### src/rtl/imem_pkg.sv
// Shared types and constants for the pipelined instruction memory.
package imem_pkg;

    // Fetch sequencer states.
    typedef enum logic [1:0] {
        IDLE = 2'd0,
        WAIT = 2'd1,
        RESP = 2'd2
    } state_t;

    // Largest supported read latency; sizes the latency counter.
    localparam int MAX_LAT = 4;

    // Word returned for fetches beyond the populated depth.
    localparam logic [31:0] NOP_WORD = 32'h00000000;

endpackage

### src/rtl/imem_ram.sv
// DEPTH x N instruction array: one synchronous write port, one
// combinational read port. Addresses at or beyond DEPTH read as NOP and
// are reported as not writable. Contents rely on the power-up-zero
// configuration of the storage and are never cleared by reset.
module imem_ram
    import imem_pkg::*;
#(
    parameter int N     = 32,
    parameter int DEPTH = 64,
    parameter int AW    = $clog2(DEPTH)
) (
    input  logic          clk,
    input  logic          we,
    input  logic [AW-1:0] waddr,
    input  logic [N-1:0]  wdata,
    input  logic [AW-1:0] raddr,
    output logic [N-1:0]  rdata,
    output logic          waddr_ok
);

    logic [N-1:0] mem [DEPTH];
    logic         raddr_ok;

    // Synchronous write; the caller has already qualified we with waddr_ok.
    always_ff @(posedge clk) begin
        if (we) begin
            mem[waddr] <= wdata;
        end
    end

    // Range checks only exist when DEPTH leaves part of the address space empty.
    if (DEPTH == (1 << AW)) begin : g_full
        assign raddr_ok = 1'b1;
        assign waddr_ok = 1'b1;
    end else begin : g_part
        localparam logic [AW:0] DEPTH_W = (AW + 1)'(DEPTH);
        assign raddr_ok = ({1'b0, raddr} < DEPTH_W);
        assign waddr_ok = ({1'b0, waddr} < DEPTH_W);
    end

    assign rdata = raddr_ok ? mem[raddr] : N'(NOP_WORD);

endmodule

### src/rtl/imem_pipelined.sv
// Writable instruction memory with a request/valid fetch handshake and a
// configurable read latency (LAT = 1..4).
//
// Handshake: a fetch is accepted in a cycle where req_i && ready_o; addr_i
// is sampled only then. ready_o is high only in IDLE with no program write
// pending, so a write always beats a simultaneous fetch and the requester
// keeps req_i high until accepted. Exactly LAT cycles after the accept
// cycle, valid_o pulses for one cycle with the word in q_o; q_o holds its
// value otherwise. One fetch completes every LAT+1 cycles.
//
// The word is read from the array in the accept cycle, so later writes
// never change an in-flight result. Writes outside IDLE or beyond DEPTH
// are dropped and prog_err_o pulses the following cycle.
module imem_pipelined
    import imem_pkg::*;
#(
    parameter int N     = 32,
    parameter int DEPTH = 64,
    parameter int AW    = $clog2(DEPTH),
    parameter int LAT   = 1
) (
    input  logic          clk,
    input  logic          reset,
    input  logic          req_i,
    input  logic [AW-1:0] addr_i,
    output logic          ready_o,
    output logic          valid_o,
    output logic [N-1:0]  q_o,
    input  logic          prog_we_i,
    input  logic [AW-1:0] prog_addr_i,
    input  logic [N-1:0]  prog_data_i,
    output logic          prog_err_o
);

    localparam int            CW       = $clog2(MAX_LAT);
    localparam logic [CW-1:0] CNT_LOAD = CW'(LAT - 1);

    state_t        state;
    state_t        state_nx;
    logic [CW-1:0] cnt;
    logic [N-1:0]  rd_data;
    logic [N-1:0]  snap;
    logic          waddr_ok;
    logic          accept;
    logic          wr_en;

    assign accept = req_i && ready_o;
    assign wr_en  = prog_we_i && (state == IDLE) && waddr_ok && !reset;

    imem_ram #(
        .N     (N),
        .DEPTH (DEPTH),
        .AW    (AW)
    ) u_ram (
        .clk      (clk),
        .we       (wr_en),
        .waddr    (prog_addr_i),
        .wdata    (prog_data_i),
        .raddr    (addr_i),
        .rdata    (rd_data),
        .waddr_ok (waddr_ok)
    );

    // State register; reset aborts any in-flight fetch.
    always_ff @(posedge clk) begin
        if (reset) begin
            state <= IDLE;
        end else begin
            state <= state_nx;
        end
    end

    // Next state: IDLE -> (WAIT ->) RESP -> IDLE per accepted fetch.
    always_comb begin
        state_nx = state;
        case (state)
            IDLE: begin
                if (accept) begin
                    state_nx = (LAT == 1) ? RESP : WAIT;
                end
            end
            WAIT: begin
                if (cnt == CW'(1)) begin
                    state_nx = RESP;
                end
            end
            RESP:    state_nx = IDLE;
            default: state_nx = IDLE;
        endcase
    end

    // Outputs decoded from state: ready only when idle and not writing.
    always_comb begin
        ready_o = 1'b0;
        valid_o = 1'b0;
        case (state)
            IDLE:    ready_o = !prog_we_i;
            RESP:    valid_o = 1'b1;
            default: ;
        endcase
    end

    // Latency counter: loaded with LAT-1 on accept, counts down in WAIT.
    always_ff @(posedge clk) begin
        if (reset) begin
            cnt <= '0;
        end else if (accept) begin
            cnt <= CNT_LOAD;
        end else if (state == WAIT) begin
            cnt <= cnt - 1'b1;
        end
    end

    // Snapshot of the array word taken in the accept cycle.
    always_ff @(posedge clk) begin
        if (accept) begin
            snap <= rd_data;
        end
    end

    // Result register: loaded on entry to RESP, held otherwise. With LAT=1
    // the entry happens on the accept edge, so the array word goes straight in.
    always_ff @(posedge clk) begin
        if (reset) begin
            q_o <= '0;
        end else if (state_nx == RESP && state != RESP) begin
            q_o <= (state == IDLE) ? rd_data : snap;
        end
    end

    // Rejected-write pulse: write attempted while busy or out of range.
    always_ff @(posedge clk) begin
        if (reset) begin
            prog_err_o <= 1'b0;
        end else begin
            prog_err_o <= prog_we_i && !((state == IDLE) && waddr_ok);
        end
    end

endmodule

### config.mk
export PLATFORM = sky130hd
export DESIGN_NAME = imem_pipelined
export DESIGN_NICKNAME = d
export VERILOG_FILES = /design/src/rtl/imem_pkg.sv /design/src/rtl/imem_ram.sv /design/src/rtl/imem_pipelined.sv
export SDC_FILE = /design/constraint.sdc
export NUM_CORES = 2
export LEC_CHECK = 0
export CAP_MARGIN = 0
export CORE_ASPECT_RATIO = 1.25
export CORE_MARGIN = 2
export CORE_UTILIZATION = 27
export DETAILED_ROUTE_END_ITERATION = 16
export PLACE_DENSITY_LB_ADDON = 0.2
export SLEW_MARGIN = 15
export SYNTH_ARGS = -nofsm -noshare
export SYNTH_HDL_FRONTEND = slang
export SYNTH_SLANG_ARGS = --single-unit
### constraint.sdc
create_clock -name clk -period 4.5 [get_ports clk]
set_clock_uncertainty 0.05 [all_clocks]
set_input_delay 0.45 -clock clk [delete_from_list [all_inputs] [get_ports clk]]
set_output_delay 0.45 -clock clk [all_outputs]
set_load 0.01 [all_outputs]
==> flow_metrics.env <==
export IMPL_synthMuxAreaShare=0.145
export IMPL_avgViaCountPerCell=4.80
export IMPL_avgRoutedWirePerCell_um=29.8
export IMPL_ys_flop_type="edfxtp_1"
export IMPL_fp_dieW_um=490
export IMPL_drv_cap=0
export IMPL_synth_area_leader_cell="edfxtp_1"
export IMPL_grt_total_usage=0.155
export IMPL_grt_overflow=0
export IMPL_numCtsBuffers=207
export IMPL_synth_common_cells="edfxtp_1, mux4_2, a22oi_1"
export IMPL_power_density_nw_per_um2=437
export IMPL_gp_congestion=0.731
export IMPL_synth_top_area_frac=0.783
export IMPL_post_cts_setup_buffers=0
export IMPL_relSlewSlack=0.320
export IMPL_numPortBuffers=82
export IMPL_fin_hold_ws_ps=56.2
export IMPL_clk_path_buf_depth=4
export IMPL_grt_pass1_wl_mm=327
export IMPL_startpoint_type="flop"
export IMPL_totalWireLength_mm=236
export IMPL_synth_cell_types=28
export IMPL_hold_class="input pin to flop"
export IMPL_path_delay_family="simple AND/OR/NAND/NOR gates"
export IMPL_coreArea_um2=295000
export IMPL_async_reset_ff_frac=0
export IMPL_synth_most_common_cell="edfxtp_1"
export IMPL_antenna_found_initial=23
export IMPL_yosys_register_bits=2117
export IMPL_initial_core_util=0.271
export IMPL_antenna_left=0
export IMPL_p_leak_nw=28.3
export IMPL_clk_insertion_delay_late_ps=850
export IMPL_synth_compound_area_share=0.0393
export IMPL_rsz0062_at_grt="false"
export IMPL_multi_input_area_um2=16200
export IMPL_cp_data_arrival_time_ps=4230
export IMPL_ys_top_cells_by_area="edfxtp_1, mux4_2, a22oi_1, dfxtp_1, a21oi_1"
export IMPL_fin_tns_setup_ps=0
export IMPL_synth_simple_gate_area_frac=0.0120
export IMPL_netlist_area_um2=79800
export IMPL_drt_iter0_drc=3200
export IMPL_synth_xor_area_frac=0.000110
export IMPL_slew_violations=0
export IMPL_required_ps=4980
export IMPL_root_buffer="clkbuf_16"
export IMPL_clock_sinks=2117
export IMPL_htreeDepth=4
export IMPL_yosys_area_share_adder=0.000157
export IMPL_vias=38000
export IMPL_worstPathCellList="or2_2, nor3_1, buf_4, nand2_1, nor2_4, buf_12"
export IMPL_syn_inst=3495
export IMPL_drc=0
export IMPL_period_share=0.833
export IMPL_critical_path_class="flop to flop"
export IMPL_critPathMaxFanout=17
export IMPL_cts_tree="yes"
export IMPL_setup_viol=0
export IMPL_drive_above_1_share=0.290
export IMPL_grt_max_degree=67
export IMPL_fmax_ghz=0.267
export IMPL_fin_util=0.320
export IMPL_grt_pass1_vias=40000
export IMPL_postSynthAreaPerCell_um2=22.8
export IMPL_hold_violations=0
export IMPL_die_height_um=612
export IMPL_peakVddDrop_mv=0.283
export IMPL_synth_yosys_warnings=0
export IMPL_synth_edff_count=2080
export IMPL_num_fill_cells=28100
export IMPL_worstMarginPinSlew_ps=1010
export IMPL_hpwl_mm=138
export IMPL_ios=83
export IMPL_synth_seq_area_share=0.792
export IMPL_synthesis_nets=3544
export IMPL_layout_nets=3863
export IMPL_seqCellArea_um2=63200
export IMPL_critical_path_max_stage_delay_ps=810
export IMPL_crit_slowest_cell="nor3_1"
export IMPL_worst_setup_path_end_kind="flop"
export IMPL_status="finished, final reports clean"
export IMPL_period_needed_ps=3750
export IMPL_die_area_um2=300000
export IMPL_dr_pass1_iters=8
export IMPL_synth_top_family_by_area="multiplexers"
export IMPL_area_delta_synth_final_pct=18.0
export IMPL_placementRows=223
export IMPL_path_buf_inv=2
export IMPL_clkSlewWorstSetupHoldPaths_ps=60
[power breakdown]
group | total (W) | switching [W] | internal (W)
combinational | 0.00199 | 0.00126 | 0.000729
sequential | 0.0218 | 0.0000554 | 0.0217
clock | 0.0174 | 0.00750 | 0.00990
[state kept, by name, summed over array words and instances (netlist names)]
| signal | flops |
|---|---|
| cnt | 2 |
| prog_err_o | 1 |
| q_o | 32 |
| snap | 32 |
| state | 2 |
| u_ram.mem | 2048 |
[cell families (layout without fill, tap and decap cells)]
| logic type | count (synthesis) | in the layout |
|---|---|---|
| muxes | 512 | 512 |
| DFF | 2117 | 2117 |
| adders and majority gates | 1 | 1 |
| other | 0 | 9 |
| and+or+nand+nor | 206 | 206 |
| AOI/OAI and AO/OA | 450 | 450 |
| buffers and inverters | 208 | 692 |
| xor gates and xnor gates | 1 | 1 |
[per-layer routing]
metal  up-vias  share of wire  track usage
met3       322          0.043       0.0228
li1      15800              -            -
met2       912           0.51        0.273
met5         -       0.000098            0
met4         4          0.026       0.0415
met1     21000           0.42        0.198
[what timing repair did]
action                    CTS  global route
hold buffers                2             0
resized for setup           0             0
hold endpoints to repair    9             0
[layout make-up]
| class | count | share of cell area |
|---|---|---|
| timing repair buffer | 316 | 0.0338 |
| antenna | 9 | 0.000239 |
| tap | 3937 | 0.0523 |
| clock inverter | 115 | 0.0119 |
| inverter | 2 | 0.0000797 |
| clock buffer | 259 | 0.0584 |
| sequential | 2117 | 0.671 |
| multi-input combinational | 1170 | 0.172 |
[through the flow]
| step | setup slack, ps | cells | power, W | cell area, µm² |
|---|---|---|---|---|
| 2_1_floorplan | 1280 | 3495 | 0.0232 | 79800 |
| 3_3_place_gp | 374 | 7540 | 0.0242 | 87500 |
| 3_5_place_dp | 369 | 7540 | 0.0243 | 87500 |
| 4_1_cts | 645 | 7916 | 0.0417 | 94100 |
| 5_1_grt | 705 | 7917 | 0.0425 | 94100 |
| 6_report | 751 | 7925 | 0.0412 | 94100 |
[placed cells by master, fill, tap and decap left out, types with 39 or more instances in the layout]
cell type / n
clkdlybuf4s50_1: 47
nand2_1: 40
clkbuf_1: 43
edfxtp_1: 2080
nor2_4: 67
buf_12: 59
mux4_2: 512
clkbuf_16: 210
a21oi_1: 129
nor2_1: 39
buf_4: 180
clkinv_2: 51
a22oi_1: 257
[worst paths after layout]
kind / startpoint / end / slack (ps) / cells past startpoint
max reg2reg: state[1] / u_ram.mem[9][5] / 750 / 6
min reg2reg: q_o[3] / q_o[3] / 480 / 2
max: state[1] / u_ram.mem[9][5] / 750 / 6
min: prog_data_i[17] / u_ram.mem[43][17] / 60 / 1
[worst register-to-register path, delay by kind of cell (launching register included)]
kind	cells	cell delay (ps)
DFF	1	380
buffers and inverters	2	540
and+or+nand+nor	4	2430
Note: power is estimated with default switching activity, not from simulation.
